### config.mk
export PLATFORM = sky130hd
export DESIGN_NAME = pipe_hazard_ctrl
export DESIGN_NICKNAME = d
export VERILOG_FILES = /design/src/rtl/pipe_hazard_ctrl.sv
export SDC_FILE = /design/constraint.sdc
export NUM_CORES = 1
export LEC_CHECK = 0
export CELL_PAD_IN_SITES_DETAIL_PLACEMENT = 0
export CELL_PAD_IN_SITES_GLOBAL_PLACEMENT = 1
export CORE_AREA = 2 2 84 86
export CTS_BUF_LIST = sky130_fd_sc_hd__clkbuf_16
export DETAILED_ROUTE_END_ITERATION = 8
export DIE_AREA = 0 0 86 88
export PLACE_DENSITY = 0.89
export SLEW_MARGIN = 20
export SYNTH_ARGS = -nofsm -noshare
export SYNTH_HDL_FRONTEND = slang
export SYNTH_SLANG_ARGS = --single-unit
### constraint.sdc
create_clock -name clk -period 2.66 [get_ports clk]
set_input_delay 0.399 -clock clk [delete_from_list [all_inputs] [get_ports clk]]
set_output_delay 0.399 -clock clk [all_outputs]
set_load 0.02 [all_outputs]
### src/rtl/pipe_hazard_ctrl.sv
// Pipeline sequencer for the 5-stage MIPS core: stage enables, bubbles and flushes
// for load-use stalls, EX redirects and data-memory waits, plus perf counters.
module pipe_hazard_ctrl #(
  parameter int unsigned LU_BUBBLES  = 1,
  parameter int unsigned MEM_TIMEOUT = 64,
  parameter int unsigned CNT_W       = 16
) (
  input  logic             clk,
  input  logic             rst,
  input  logic [4:0]       id_rs,
  input  logic [4:0]       id_rt,
  input  logic             id_uses_rt,
  input  logic             ex_memread,
  input  logic [4:0]       ex_rt,
  input  logic             ex_branch_taken,
  input  logic             ex_jump,
  input  logic             mem_req,
  input  logic             mem_ready,
  input  logic             cnt_clr,
  output logic             pc_we,
  output logic             ifid_we,
  output logic             idex_we,
  output logic             exmem_we,
  output logic             ifid_flush,
  output logic             idex_flush,
  output logic             memwb_flush,
  output logic [CNT_W-1:0] stall_cycles,
  output logic [CNT_W-1:0] flush_events,
  output logic             mem_timeout,
  output logic [1:0]       state_o
);

  localparam int unsigned LU_W   = (LU_BUBBLES > 2) ? $clog2(LU_BUBBLES - 1) : 1;
  localparam int unsigned WAIT_W = $clog2(MEM_TIMEOUT + 1);
  localparam int unsigned LU_INIT = (LU_BUBBLES > 1) ? (LU_BUBBLES - 2) : 0;

  typedef enum logic [1:0] {
    RUN      = 2'd0,
    LU_STALL = 2'd1,
    MEM_WAIT = 2'd2
  } state_t;

  state_t            state_q, state_nxt;
  logic [LU_W-1:0]   lu_cnt_q, lu_cnt_nxt;
  logic [WAIT_W-1:0] wait_cnt_q, wait_cnt_nxt;
  logic              flush_inc;
  logic              timeout_hit;
  logic              run_eval;

  logic load_use, mem_busy, redirect;

  assign load_use = ex_memread && (ex_rt != 5'd0) &&
                    ((ex_rt == id_rs) || (id_uses_rt && (ex_rt == id_rt)));
  assign mem_busy = mem_req && !mem_ready;
  assign redirect = ex_branch_taken || ex_jump;

  // Next state and stage controls; MEM_WAIT with a completed access reuses RUN's decision.
  always_comb begin
    state_nxt    = state_q;
    lu_cnt_nxt   = lu_cnt_q;
    wait_cnt_nxt = wait_cnt_q;
    flush_inc    = 1'b0;
    run_eval     = 1'b0;
    pc_we        = 1'b1;
    ifid_we      = 1'b1;
    idex_we      = 1'b1;
    exmem_we     = 1'b1;
    ifid_flush   = 1'b0;
    idex_flush   = 1'b0;
    memwb_flush  = 1'b0;

    case (state_q)
      RUN: run_eval = 1'b1;
      LU_STALL: begin
        if (mem_busy) begin
          pc_we       = 1'b0;
          ifid_we     = 1'b0;
          idex_we     = 1'b0;
          exmem_we    = 1'b0;
          memwb_flush = 1'b1;
        end else begin
          pc_we      = 1'b0;
          ifid_we    = 1'b0;
          idex_flush = 1'b1;
          if (lu_cnt_q == '0) begin
            state_nxt = RUN;
          end else begin
            lu_cnt_nxt = lu_cnt_q - LU_W'(1);
          end
        end
      end
      MEM_WAIT: begin
        if (mem_busy) begin
          pc_we       = 1'b0;
          ifid_we     = 1'b0;
          idex_we     = 1'b0;
          exmem_we    = 1'b0;
          memwb_flush = 1'b1;
          if (wait_cnt_q != '1) begin
            wait_cnt_nxt = wait_cnt_q + WAIT_W'(1);
          end
        end else begin
          run_eval = 1'b1;
        end
      end
      default: state_nxt = RUN;
    endcase

    if (run_eval) begin
      if (mem_busy) begin
        pc_we        = 1'b0;
        ifid_we      = 1'b0;
        idex_we      = 1'b0;
        exmem_we     = 1'b0;
        memwb_flush  = 1'b1;
        state_nxt    = MEM_WAIT;
        wait_cnt_nxt = WAIT_W'(1);
      end else if (redirect) begin
        ifid_flush = 1'b1;
        idex_flush = 1'b1;
        flush_inc  = 1'b1;
        state_nxt  = RUN;
      end else if (load_use) begin
        pc_we      = 1'b0;
        ifid_we    = 1'b0;
        idex_flush = 1'b1;
        if (LU_BUBBLES > 1) begin
          state_nxt  = LU_STALL;
          lu_cnt_nxt = LU_W'(LU_INIT);
        end else begin
          state_nxt = RUN;
        end
      end else begin
        state_nxt = RUN;
      end
    end

    timeout_hit = (state_nxt == MEM_WAIT) && (wait_cnt_nxt >= WAIT_W'(MEM_TIMEOUT));

    // Reset forces every stage to hold and load bubbles.
    if (rst) begin
      pc_we       = 1'b0;
      ifid_we     = 1'b0;
      idex_we     = 1'b0;
      exmem_we    = 1'b0;
      ifid_flush  = 1'b1;
      idex_flush  = 1'b1;
      memwb_flush = 1'b1;
    end
  end

  always_ff @(posedge clk) begin
    if (rst) begin
      state_q    <= RUN;
      lu_cnt_q   <= '0;
      wait_cnt_q <= '0;
    end else begin
      state_q    <= state_nxt;
      lu_cnt_q   <= lu_cnt_nxt;
      wait_cnt_q <= wait_cnt_nxt;
    end
  end

  // Saturating counters and sticky timeout; clear wins over increment.
  always_ff @(posedge clk) begin
    if (rst || cnt_clr) begin
      stall_cycles <= '0;
      flush_events <= '0;
      mem_timeout  <= 1'b0;
    end else begin
      if (!pc_we && (stall_cycles != '1)) begin
        stall_cycles <= stall_cycles + CNT_W'(1);
      end
      if (flush_inc && (flush_events != '1)) begin
        flush_events <= flush_events + CNT_W'(1);
      end
      if (timeout_hit) begin
        mem_timeout <= 1'b1;
      end
    end
  end

  assign state_o = 2'(state_q);

endmodule

==> flow_metrics.tcl <==
set metrics [dict create \
    diodes 0 \
    finalHoldViolCount 0 \
    critPathKind "in2out" \
    period_needed_ps 2550 \
    synth-compound-area-share_pct 13.7 \
    tritoncts "built" \
    synth_top_family_by_area "simple AND/OR/NAND/NOR gates" \
    place_hpwl_um 4190 \
    slew_viol_final 0 \
    insertion_delay_ps 280 \
    run_status "completed" \
    ir_worst_vdd_v 0.000375 \
    yosysWarnings 0 \
    clk_path_buf_depth 2 \
    synth-simple-area-share_pct 28.2 \
    internal_power_uw 1170 \
    grtUsageTotal_pct 14.8 \
    syn_avg_cell_area_um2 8.32 \
    fin_skew_ps 8.46 \
    endpoint_kind "primary output" \
    design_power_total_uw 1490 \
    htree_num_levels 2 \
    first_pass_iters 4 \
    core.rowCount 30 \
    p_comb_share_pct 12.3 \
    grt_pass1_vias 2099 \
    post_route_cells_drive_above_1_share_pct 10.7 \
    cp_max_fo 3 \
    startpoint_type "input port" \
    dieArea_um2 7570 \
    powerDensity_nw_per_um2 463 \
    syn2layout_area_growth_pct 44.9 \
    grt_max_degree 34 \
    layout.nets 377 \
    cts_made_buffers 5 \
    ys_types 40 \
    setup_viol 0 \
    cap_violations 0 \
    gp_congestion 0.772 \
    min_period_over_period_pct 95.9 \
    seq_area_um2 841 \
    switchingPower_uw 324 \
    die-height_um 88 \
    multi_input_area_um2 1330 \
    vias 2221 \
    placedInstanceArea_um2 3040 \
    grt_first_pass_wirelength_um 9160 \
    setup-tns-final_ps 0 \
    crit_arrival_ps 2150 \
    syn_area_um2 2220 \
    required_ps 2260 \
    drc_errors 0 \
    final_cell_mix "60 x clkdlybuf4s50_1, 42 x dfxtp_1, 32 x nor2_1" \
    p_seq_share_pct 42.9 \
    grt_overflow 0 \
    synth_ff_type "dfxtp_1" \
    sw_frac_of_total_pct 21.7 \
    io_pins 66 \
    async_flop_share_pct 0 \
    antenna_found_initial 0 \
    port_buffers 65 \
    layout_commonest_cell "clkdlybuf4s50_1" \
    fmax_mhz 392 \
    cts_setup_buffers 0 \
    min_path_type "reg2reg" \
    power.share.clock_pct 44.8 \
    fill_cells 641 \
    yosysSeqAreaShare_pct 37.8 \
    coreArea_um2 6640 \
    yosys.area_share.adder_pct 3.94 \
    wl_um 5630 \
    path_clk_slew_ps 60 \
    instances_no_fill 427 \
    rsz0062_at_grt "no" \
    viasPerCell 5.20 \
    wl_per_cell_um 13.2 \
    initial_utilization_pct 33.4 \
    relSlewSlack_pct 57.8 \
    place.detailed.instances 419 \
    synth-edff-count 0 \
    syn_inst 267 \
    worst_slew_pin_slew_ps 633 \
    cts.sinks 42 \
    cts_hold_buf 0 \
    initialDrtViolationCount 86 \
    cts_root_buf "clkbuf_16" \
    fin_area_um2 3220 \
    final_antenna_net_count 0 \
    synth_xor_area_share_pct 11.4 \
    dieWidth_um 86 \
    p_leak_uw 0.00110 \
    synth_nets 298 \
    ys_seq_elements 42 \
    synth_mux_area_share_pct 1.35 \
]
-- layer usage --
| layer | GRT usage, % | wire length, µm | vias to the layer above |
|---|---|---|---|
| met1 | 17.1 | 2520 | 1048 |
| met3 | 3.96 | 307 | 5 |
| met2 | 26.8 | 2750 | 52 |
| met4 | 4.04 | 51 | 0 |
| met5 | 0 | 0 | - |
| li1 | - | - | 1116 |
-- worst paths after layout --
path | endpoint | depth (start not counted) | from | slack (ps)
hold / removal | mem_timeout | 2 | mem_timeout | 480
setup reg to reg | stall_cycles[15] | 7 | state_o[0] | 310
setup / recovery | ifid_we | 6 | ex_rt[2] | 110
hold reg to reg | mem_timeout | 2 | mem_timeout | 480
-- power groups by stage --
stage	logic [µW]	registers, µW	clock network [µW]
6_report	183	640	669
5_1_grt	198	641	719
4_1_cts	182	640	688
3_5_place_dp	183	654	0
3_3_place_gp	180	654	0
2_1_floorplan	87.8	657	0
-- kinds of logic (layout without fill, tap and decap cells) --
logic type | after synthesis | count (layout)
fa+ha+maj | 7 | 7
compound gates | 51 | 51
simple gates | 119 | 119
xor+xnor | 29 | 29
mux | 3 | 3
buf+inv | 16 | 96
flops | 42 | 42
-- synthesized netlist by cell type, types with 2 or more instances --
cell / count / area [µm²]
ha_1: 7 / 87.6
nor2_1: 33 / 124
inv_1: 6 / 22.5
or3_1: 11 / 68.8
nor3_1: 4 / 20.0
and4_1: 3 / 26.3
xnor2_1: 18 / 158
nand2_1: 16 / 60.1
nand4_1: 14 / 87.6
buf_4: 3 / 22.5
clkbuf_1: 6 / 22.5
and3_1: 4 / 25.0
mux2i_1: 3 / 30.0
nand3_1: 14 / 70.1
o31ai_1: 6 / 45.0
or4_1: 7 / 52.6
o21ai_0: 12 / 60.1
nor4_1: 4 / 25.0
or2_2: 2 / 12.5
dfxtp_1: 42 / 841
a21oi_1: 23 / 115
xor2_1: 11 / 96.3
-- sequential cells by signal, summed over array words and instances (netlist names) --
name / flops
stall_cycles: 16
wait_cnt_q: 7
flush_events: 16
mem_timeout: 1
state_o: 2
-- final cells by class --
class / instances / share of cell area, %
repair buffers: 82 / 23.9
clock buffers: 5 / 3.89
inverters: 6 / 0.700
well taps: 80 / 3.11
clock inverters: 3 / 1.17
multi-input cells: 209 / 41.2
flip-flops and latches: 42 / 26.1
-- what timing repair did --
action,CTS,global route
setup endpoints to repair,3,7
resized for setup,4,12
pin swaps,0,1
endpoints found under the hold margin,0,0
-- metrics by stage --
step	setup slack [ps]	utilization, %	hold WS [ps]
6_report	110	48.5	479
5_1_grt	19.0	48.5	541
3_3_place_gp	-283	45.8	459
4_1_cts	-25.4	48.3	485
2_1_floorplan	335	-	460
3_5_place_dp	-357	45.8	471
-- worst max-delay path, cell delays in order --
cell             delay [ps]
clkdlybuf4s50_1         480
or4_4                   560
o21ai_4                 190
nor3_1                   60
a21oi_1                 240
clkbuf_2                220
(Power assumes the default switching activity.)
